## config.mk

```make
export PLATFORM = sky130hd
export DESIGN_NAME = frame_controller
export DESIGN_NICKNAME = d
export VERILOG_FILES = /design/src/rtl/frame_controller.sv
export SDC_FILE = /design/constraint.sdc
export NUM_CORES = 1
export LEC_CHECK = 0
export ABC_AREA = 1
export ABC_CLOCK_PERIOD_IN_PS = 1600
export CAP_MARGIN = 30
export CORE_ASPECT_RATIO = 1.1
export CORE_MARGIN = 10
export CORE_UTILIZATION = 42
export CTS_CLUSTER_DIAMETER = 80
export DETAILED_ROUTE_END_ITERATION = 10
export HOLD_SLACK_MARGIN = 0.03
export PLACE_DENSITY = 0.76
export REMOVE_ABC_BUFFERS = 1
export SLEW_MARGIN = 30
export SYNTH_ARGS = -nofsm -noshare
export SYNTH_HDL_FRONTEND = slang
export SYNTH_SLANG_ARGS = --single-unit
```

## constraint.sdc

```tcl
create_clock -name clk_i -period 1.6 [get_ports clk_i]
set_clock_uncertainty 0.05 [all_clocks]
set_input_delay 0.32 -clock clk_i [delete_from_list [all_inputs] [get_ports clk_i]]
set_output_delay 0.32 -clock clk_i [all_outputs]
set_load 0.1 [all_outputs]
```

## src/rtl/frame_controller.sv

```systemverilog
// frame_controller: paces one frame of pixels into the detection pipeline, drains it,
// then sweeps the object table and emits one report per populated entry.
module frame_controller #(
    parameter int WIDTH        = 640,
    parameter int HEIGHT       = 480,
    parameter int PIPE_DEPTH   = 8,
    parameter int READ_LATENCY = 2,
    parameter int MAX_OBJ      = 255,
    parameter int WORD_SIZE    = 8
) (
    input  logic                 clk_i,
    input  logic                 reset_n_i,
    input  logic                 start_i,
    input  logic                 src_valid_i,
    output logic                 src_ready_o,
    output logic                 pipe_en_o,
    output logic [15:0]          x_o,
    output logic [15:0]          y_o,
    output logic                 hsync_o,
    output logic                 vsync_o,
    output logic [WORD_SIZE-1:0] obj_id_o,
    input  logic [15:0]          obj_x_i,
    input  logic [15:0]          obj_y_i,
    output logic                 rpt_valid_o,
    input  logic                 rpt_ready_i,
    output logic [WORD_SIZE-1:0] rpt_id_o,
    output logic [15:0]          rpt_x_o,
    output logic [15:0]          rpt_y_o,
    output logic                 busy_o,
    output logic                 done_o
);
    localparam int XW = WIDTH > 1 ? $clog2(WIDTH) : 1;
    localparam int YW = HEIGHT > 1 ? $clog2(HEIGHT) : 1;
    localparam int FW = PIPE_DEPTH > 1 ? $clog2(PIPE_DEPTH) : 1;
    localparam int LW = READ_LATENCY > 0 ? $clog2(READ_LATENCY + 1) : 1;

    localparam logic [2:0] S_IDLE   = 3'd0;
    localparam logic [2:0] S_SCAN   = 3'd1;
    localparam logic [2:0] S_FLUSH  = 3'd2;
    localparam logic [2:0] S_READ   = 3'd3;
    localparam logic [2:0] S_REPORT = 3'd4;
    localparam logic [2:0] S_DONE   = 3'd5;

    logic [2:0]           state_q, state_d;
    logic [XW-1:0]        x_q, x_d;
    logic [YW-1:0]        y_q, y_d;
    logic [FW-1:0]        fl_q, fl_d;
    logic [LW-1:0]        lat_q, lat_d;
    logic [WORD_SIZE-1:0] obj_id_q, obj_id_d, rpt_id_q, rpt_id_d;
    logic [15:0]          rpt_x_q, rpt_x_d, rpt_y_q, rpt_y_d;
    logic                 accept, x_last, y_last, sampled, advance;

    assign accept  = state_q == S_SCAN && src_valid_i;
    assign x_last  = x_q == XW'(WIDTH - 1);
    assign y_last  = y_q == YW'(HEIGHT - 1);
    assign sampled = state_q == S_READ && lat_q == LW'(READ_LATENCY);
    // An entry resolves either by being empty at sample time or by its report handshaking
    assign advance = (sampled && obj_x_i == '0 && obj_y_i == '0) ||
                     (state_q == S_REPORT && rpt_ready_i);

    always_comb begin
        state_d  = state_q;
        x_d      = x_q;
        y_d      = y_q;
        fl_d     = fl_q;
        lat_d    = lat_q;
        obj_id_d = obj_id_q;
        rpt_id_d = rpt_id_q;
        rpt_x_d  = rpt_x_q;
        rpt_y_d  = rpt_y_q;
        case (state_q)
            S_IDLE: if (start_i) begin
                state_d = S_SCAN;
                x_d     = '0;
                y_d     = '0;
            end
            S_SCAN: if (accept) begin
                x_d = x_last ? '0 : x_q + XW'(1);
                y_d = x_last ? (y_last ? '0 : y_q + YW'(1)) : y_q;
                if (x_last && y_last) begin
                    state_d = S_FLUSH;
                    fl_d    = '0;
                end
            end
            S_FLUSH: begin
                fl_d = fl_q + FW'(1);
                if (fl_q == FW'(PIPE_DEPTH - 1)) begin
                    state_d  = S_READ;
                    obj_id_d = WORD_SIZE'(1);
                    lat_d    = '0;
                end
            end
            S_READ: begin
                lat_d = sampled ? lat_q : lat_q + LW'(1);
                if (sampled && !advance) begin
                    state_d  = S_REPORT;
                    rpt_id_d = obj_id_q;
                    rpt_x_d  = obj_x_i;
                    rpt_y_d  = obj_y_i;
                end
            end
            S_DONE: begin
                state_d  = S_IDLE;
                obj_id_d = '0;
            end
            default: ;
        endcase
        if (advance) begin
            state_d  = obj_id_q == WORD_SIZE'(MAX_OBJ) ? S_DONE : S_READ;
            obj_id_d = obj_id_q == WORD_SIZE'(MAX_OBJ) ? obj_id_q : obj_id_q + WORD_SIZE'(1);
            lat_d    = '0;
        end
    end

    always_ff @(posedge clk_i or negedge reset_n_i) begin
        if (!reset_n_i) begin
            state_q  <= S_IDLE;
            x_q      <= '0;
            y_q      <= '0;
            fl_q     <= '0;
            lat_q    <= '0;
            obj_id_q <= '0;
            rpt_id_q <= '0;
            rpt_x_q  <= '0;
            rpt_y_q  <= '0;
        end else begin
            state_q  <= state_d;
            x_q      <= x_d;
            y_q      <= y_d;
            fl_q     <= fl_d;
            lat_q    <= lat_d;
            obj_id_q <= obj_id_d;
            rpt_id_q <= rpt_id_d;
            rpt_x_q  <= rpt_x_d;
            rpt_y_q  <= rpt_y_d;
        end
    end

    assign src_ready_o = state_q == S_SCAN;
    assign pipe_en_o   = accept || state_q == S_FLUSH;
    assign x_o         = 16'(x_q);
    assign y_o         = 16'(y_q);
    assign hsync_o     = accept && x_q == '0;
    assign vsync_o     = hsync_o && y_q == '0;
    assign obj_id_o    = obj_id_q;
    assign rpt_valid_o = state_q == S_REPORT;
    assign rpt_id_o    = rpt_id_q;
    assign rpt_x_o     = rpt_x_q;
    assign rpt_y_o     = rpt_y_q;
    assign busy_o      = state_q != S_IDLE;
    assign done_o      = state_q == S_DONE;
endmodule

```

==> flow_metrics.py, run 1 <==
metrics = {
    "status": {
        "outcome": "finished, violations left",
        "violations": "negative setup slack",
    },
    "power": {
        "max-vdd-ir-drop_mv": 1.947,
        "p_per_area_mw_per_mm2": 2175,
        "p_total_mw": 18.71,
        "leakage_nw": 3.848,
    },
    "logic_synthesis": {
        "synthDistinctLibCells": 36,
        "avgSynthCellArea_um2": 7.881,
        "syn_inst": 495,
        "synth-seq-cells": 75,
        "yosysWarnings": 0,
        "yosysSeqAreaShare": 0.4811,
        "netlist_area_mm2": 0.003901,
    },
    "floorplanning": {
        "die_h_um": 121.1,
        "initial_core_util": 0.4352,
        "row_count": 36,
        "dieArea_mm2": 0.01355,
        "ios": 124,
        "chipWidth_um": 111.9,
        "fp.coreArea_mm2": 0.008964,
    },
    "routing": {
        "ant_nets": 0,
        "drt_pass1_iterations": 5,
        "drc_errors": 0,
        "routed_via_density": 6.432,
        "wl_per_cell_um": 29.69,
        "finalWirelength_um": 25710,
        "num_vias": 5570,
        "drt-initial-drc-count": 632,
    },
    "global_route": {
        "track_usage": 0.2619,
        "grt.busiest_layer": "met2",
        "grt.met2_usage": 0.4632,
        "grt_max_degree": 76,
        "grt_pass1_wl_um": 28410,
        "antenna_found_initial": 0,
        "overflow": 0,
        "use_met3": 0.07221,
        "grt_pass1_vias": 5134,
        "use_met1": 0.2772,
    },
    "timing": {
        "fin_setup_tns_ps": -44020,
        "setup_viol": 87,
        "fin_ws_ps": -733.2,
        "finalCriticalPeriod_ps": 2333,
        "final_min_period_over_clock_period": 1.458,
        "rsz0062_at_grt": "true",
        "slew_viol_final": 0,
        "final_hold_viol_count": 0,
        "slew_headroom": 0.5596,
        "tightest_slew_ps": 660.6,
        "max_freq_ghz": 0.4286,
    },
    "setup_path": {
        "path_class": "reg2out",
        "cp_max_fo": 4,
        "startpoint_type": "flip-flop",
        "arrival_ps": 1960,
        "r2r_cells": 13,
        "critPathCaptureType": "output pin",
        "crit_required_ps": 1230,
    },
    "clock_tree": {
        "cts.path.max_buffers": 2,
        "cts_tree": "built",
        "cts_buffers": 9,
        "insertion_delay_ps": 400,
        "path_clk_slew_ps": 100,
        "clkSinkCount": 75,
        "cts-root-buf": "clkbuf_8",
        "cts_max_level": 3,
    },
    "run": {
        "drv_cap": 0,
    },
    "final_layout": {
        "fill_cells": 187,
        "diodes": 0,
        "finalNetCount": 793,
        "drive_gt1_frac": 0.5944,
        "postLayoutCoreUtil": 0.9594,
        "syn2layout_area_growth_pct": 120.4,
    },
    "placement": {
        "dp_hpwl_um": 9769,
        "routabilityCongestion": 0.8619,
        "portBuffers": 110,
        "post-place-ws_ps": -556.7,
    },
    "hold_path": {
        "hold_path.class": "in2async",
    },
}
[cells in the final DEF (no fill, tap or decap), types with 5 or more instances in the layout]
| cell type | instances |
|---|---|
| dfrtp_1 | 75 |
| buf_4 | 87 |
| inv_2 | 7 |
| buf_12 | 84 |
| nand2_2 | 54 |
| nor2_4 | 15 |
| nand4_1 | 9 |
| nand2_4 | 34 |
| clkdlybuf4s50_1 | 35 |
| conb_1 | 13 |
| o21ai_2 | 15 |
| nor3_2 | 5 |
| nand2_1 | 55 |
| nor2_1 | 30 |
| inv_1 | 36 |
| a21oi_2 | 5 |
| buf_16 | 6 |
| o21ai_0 | 5 |
| xor2_1 | 7 |
| buf_6 | 39 |
| nor2_2 | 7 |
| clkbuf_8 | 9 |
| nand3_2 | 37 |
| nand3_4 | 9 |
| nand3_1 | 19 |
[cell families after synthesis]
group | share of synthesized area
and+or+nand+nor | 0.3146
DFF | 0.4811
buffers and inverters | 0.09012
AOI/OAI and AO/OA | 0.06704
adders and majority gates | 0.02566
xor gates and xnor gates | 0.01796
other | 0.0009612
muxes | 0.002566
[final cells by class]
type / instances / area, µm² / area share
tap: 114 / 142.6 / 0.01659
clock inverter: 6 / 115.1 / 0.01339
inverter: 47 / 206.4 / 0.02401
timing repair inverter: 1 / 7.507 / 0.0008730
timing repair buffer: 256 / 3369 / 0.3918
clock buffer: 9 / 123.9 / 0.01440
sequential: 75 / 1877 / 0.2182
multi-input combinational: 358 / 2758 / 0.3207
[critical path: stages (launching register included)]
cell and delay (ps):
dfrtp_1 450, inv_1 120, ha_1 190, nand3_1 120, nor4_2 340, buf_4 180
buf_12 160
[metal layers]
metal | part of all wire | vias to the layer above
li1 | - | 2082
met1 | 0.32 | 2650
met2 | 0.46 | 613
met3 | 0.12 | 225
met4 | 0.10 | 0
met5 | 0 | -
[per-stage QoR]
step           std cells  cell area [µm²]  hold slack (ps)
3_5_place_dp         787             6439            320.6
4_1_cts              848             7732            442.8
6_report             866             8600            428.2
3_3_place_gp         787             6439            325.7
2_1_floorplan        480             3771           -25.59
5_1_grt              866             8600            464.6
[power breakdown]
part | total (mW) | internal [mW] | switching [mW] | leakage, nW
logic | 13.3 | 4.91 | 8.40 | 2.77
registers | 3.47 | 2.50 | 0.973 | 0.960
clock network | 1.92 | 1.03 | 0.886 | 0.115
total | 18.7 | 8.44 | 10.3 | 3.85
[repair_timing]
action,4_1_cts,5_1_grt
buffers inserted,39,25
resized for setup,150,211
pin swaps,38,76
cloned,8,1
setup endpoints to repair,81,83
hold buffers,1,0
hold endpoints to repair,75,0
[worst paths after layout]
check                       startpoint           to  slack (ps)
max in group asynchronous    reset_n_i   state_q[0]         690
hold / removal               reset_n_i   rpt_y_o[7]         430
hold reg to reg             rpt_y_o[8]   rpt_y_o[8]         510
setup reg to reg            state_q[2]  rpt_x_o[15]        -670
min in group clk_i         obj_x_i[13]  rpt_x_o[13]         500
setup / recovery                y_q[0]      vsync_o        -730
[flip-flops by register name (all words and copies together) (netlist names)]
signal and flops:
fl_q 3, lat_q 2, obj_id_o 8, rpt_id_o 8, rpt_x_o 16, rpt_y_o 16
state_q 3, x_q 10, y_q 9
[synthesized netlist by cell type]
| cell | n | share of area |
|---|---|---|
| nand2_1 | 144 | 0.14 |
| dfrtp_1 | 75 | 0.48 |
| nand3_1 | 64 | 0.082 |
| nor2_1 | 50 | 0.048 |
| inv_1 | 43 | 0.041 |
| o21ai_0 | 25 | 0.032 |
| buf_4 | 17 | 0.033 |
| nand4_1 | 9 | 0.014 |
| ha_1 | 8 | 0.026 |
| clkbuf_1 | 7 | 0.0067 |
| xor2_1 | 7 | 0.016 |
| a21oi_1 | 6 | 0.0077 |
| nor3_1 | 6 | 0.0077 |
| inv_2 | 4 | 0.0038 |
| o211ai_1 | 4 | 0.0077 |
| buf_2 | 2 | 0.0026 |
| nor2_4 | 2 | 0.0058 |
| nor4_1 | 2 | 0.0032 |
| o21ai_2 | 2 | 0.0045 |
| or2_2 | 2 | 0.0032 |
| a22oi_1 | 1 | 0.0019 |
| a31oi_1 | 1 | 0.0016 |
| and3_1 | 1 | 0.0016 |
| buf_6 | 1 | 0.0029 |
| conb_1 | 1 | 0.00096 |
| mux2i_1 | 1 | 0.0026 |
| nand2_4 | 1 | 0.0029 |
| nand3_2 | 1 | 0.0026 |
| nand3b_1 | 1 | 0.0019 |
| nor3_2 | 1 | 0.0026 |
| o21a_1 | 1 | 0.0019 |
| o21ai_1 | 1 | 0.0013 |
| o21bai_4 | 1 | 0.0048 |
| o22ai_1 | 1 | 0.0016 |
| o31ai_1 | 1 | 0.0019 |
| xnor2_1 | 1 | 0.0022 |
Power figures use the tool's default switching activity.
==> inputs of run 2 (changes only) <==
--- a/config.mk
+++ b/config.mk
@@ -9,7 +9,7 @@
 export ABC_CLOCK_PERIOD_IN_PS = 1600
 export CAP_MARGIN = 30
 export CORE_ASPECT_RATIO = 1.1
-export CORE_MARGIN = 10
+export CORE_MARGIN = 2
 export CORE_UTILIZATION = 42
 export CTS_CLUSTER_DIAMETER = 80
 export DETAILED_ROUTE_END_ITERATION = 10
==> run 2 against run 1 <==
The run still ends with negative setup slack left; flip-flop and latch count did not move; sequential share of layout area up 1.1 points; first-iteration DRC count shrank 34%.
==> flow_metrics.py, run 2 (same netlist as run 1, synthesis figures left out) <==
metrics = {
    "status": {
        "outcome": "finished, violations left",
        "violations": "negative setup slack",
    },
    "power": {
        "power.share.clock": 0.078,
        "p_int_mw": 7.985,
        "sw_frac_of_total": 0.5471,
        "max-vdd-ir-drop_mv": 2.035,
        "pwr-share-comb": 0.727,
        "p_switching_mw": 9.646,
        "seq_power_share": 0.195,
        "p_per_area_mw_per_mm2": 2147,
        "leakage_nw": 3.759,
    },
    "setup_path": {
        "cp_max_fo": 7,
        "r2r_slack_ps": -570,
        "crit_required_ps": 1870,
        "cp_cell_sequence": "clkdlybuf4s50_1, nor2_1, nand2_1, nor2_1, nand3_2, o21bai_4, clkinv_4, nand2_8, buf_12, buf_12, nand2_4, nand2_2",
        "startpoint_type": "primary input",
        "r2r_cells": 13,
        "reg2reg_to": "rpt_y_o[4]",
        "crit_family": "simple AND/OR/NAND/NOR gates",
        "max_stage_delay_ps": 510,
        "arrival_ps": 2530,
        "critPathCaptureType": "flip-flop",
        "reg2reg_from": "state_q[2]",
        "crit_buf_inv": 4,
        "cpMaxStageDelayCell": "clkdlybuf4s50_1",
        "path_class": "in2reg",
    },
    "floorplanning": {
        "row_count": 36,
        "initial_core_util": 0.4352,
        "dieArea_mm2": 0.01008,
        "chipWidth_um": 95.89,
        "ios": 124,
        "fp.coreArea_mm2": 0.008964,
        "die_h_um": 105.1,
    },
    "final_layout": {
        "syn2layout_area_growth_pct": 110.5,
        "final_cell_mix": "buf_4 (91), buf_12 (88), dfrtp_1 (73)",
        "finalNetCount": 794,
        "finalNonFillerCells": 869,
        "final_common_cell": "buf_4",
        "drive_gt1_frac": 0.5318,
    },
    "global_route": {
        "track_usage": 0.3348,
        "grt_pass1_wl_um": 25460,
        "grt_max_degree": 33,
        "antenna_found_initial": 1,
        "grt_pass1_vias": 4928,
        "overflow": 0,
    },
    "timing": {
        "final_hold_viol_count": 0,
        "fin_ws_ps": -658.2,
        "setup_viol": 85,
        "finalCriticalPeriod_ps": 2258,
        "max_freq_ghz": 0.4428,
        "hold_ws_ps": 376.0,
        "fin_setup_tns_ps": -42290,
        "rsz0062_at_grt": "true",
        "slew_viol_final": 0,
        "final_min_period_over_clock_period": 1.411,
    },
    "clock_tree": {
        "cts-root-buf": "clkbuf_8",
        "cts_max_level": 3,
        "path_clk_slew_ps": 100,
        "cts_tree": "built",
        "cts.path.max_buffers": 2,
        "clkSinkCount": 75,
        "cts_buffers": 9,
        "insertion_delay_ps": 380,
    },
    "routing": {
        "routed_via_density": 5.909,
        "ant_nets": 0,
        "num_vias": 5135,
        "drt-initial-drc-count": 417,
        "finalWirelength_um": 20970,
        "drc_errors": 0,
        "drt_pass1_iterations": 8,
        "wl_per_cell_um": 24.13,
    },
    "placement": {
        "dp_cells": 787,
        "dp_hpwl_um": 8759,
        "portBuffers": 110,
        "routabilityCongestion": 0.8784,
    },
    "hold_path": {
        "hold_path.class": "in2async",
    },
    "run": {
        "drv_cap": 0,
    },
}
## run 2: changes by cell type in the layout (fill, tap and decap cells not counted), sizes merged
| cell | before | now |
|---|---|---|
| inv | 45 | 46 |
| buf | 219 | 221 |
| bufinv | 3 | 0 |
| clkinvlp | 2 | 1 |
| diode | 0 | 1 |
| clkbuf | 10 | 13 |
## run 2: worst max-delay path by stage
stage,startpoint,end,slack [ps],depth (start not counted)
after floorplan,state_q[1],vsync_o,-3140,5
after global placement,obj_x_i[0],obj_id_o[0],-470,11
after detailed placement,obj_x_i[1],lat_q[0],-570,11
after CTS,x_q[1],vsync_o,-630,8
after global routing,obj_y_i[5],rpt_y_o[4],-750,12
final,obj_x_i[12],rpt_y_o[4],-660,12
## run 2: metal layers
metal | GRT usage | up-vias | share of wire
met5 | 0 | - | 0
met4 | 0.1898 | 0 | 0.081
met3 | 0.08363 | 162 | 0.11
met2 | 0.5589 | 450 | 0.47
met1 | 0.3822 | 2439 | 0.33
li1 | - | 2084 | -
## run 2: timing repair
action / 4_1_cts / 5_1_grt
hold buffers: 1 / 0
resized for setup: 161 / 150
setup buffers: 48 / 33
cloned: 9 / 0
pin swaps: 31 / 41
hold endpoints to repair: 23 / 0
setup endpoints to repair: 81 / 82
## run 2: worst register-to-register path: cells and delay by family, from the launching register on
family	cells	cell delay (ps)
compound gates	1	150
buf+inv	7	820
flops	1	450
simple gates	5	660
## run 2: per-stage QoR
step / utilization / total power, mW / area [µm²] / worst slack [ps]
after floorplan: - / 8.816 / 3771 / -3137
after detailed placement: 0.7197 / 13.14 / 6451 / -567.9
after global routing: 0.9157 / 18.06 / 8208 / -748.5
after CTS: 0.8578 / 15.79 / 7689 / -633.0
after global placement: 0.7197 / 12.94 / 6451 / -473.7
final: 0.9160 / 17.63 / 8210 / -658.2
## run 2: cell type report
| type | count | area, µm² |
|---|---|---|
| repair buffers | 257 | 3342 |
| multi-input cells | 358 | 2496 |
| flip-flops and latches | 75 | 1879 |
| fillers | 294 | 753.2 |
| inverters | 47 | 186.4 |
| well taps | 114 | 142.6 |
| clock buffers | 13 | 138.9 |
| clock inverters | 3 | 15.01 |
| repair inverters | 1 | 7.507 |
| diodes | 1 | 2.502 |
## run 2: power by group through the flow
stage / combinational (mW) / clock (mW) / sequential [mW]
after detailed placement: 9.96 / 0 / 3.17
final: 12.8 / 1.38 / 3.44
after CTS: 11.3 / 1.28 / 3.20
after floorplan: 2.13 / 0 / 6.69
after global routing: 13.2 / 1.43 / 3.47
after global placement: 9.81 / 0 / 3.13
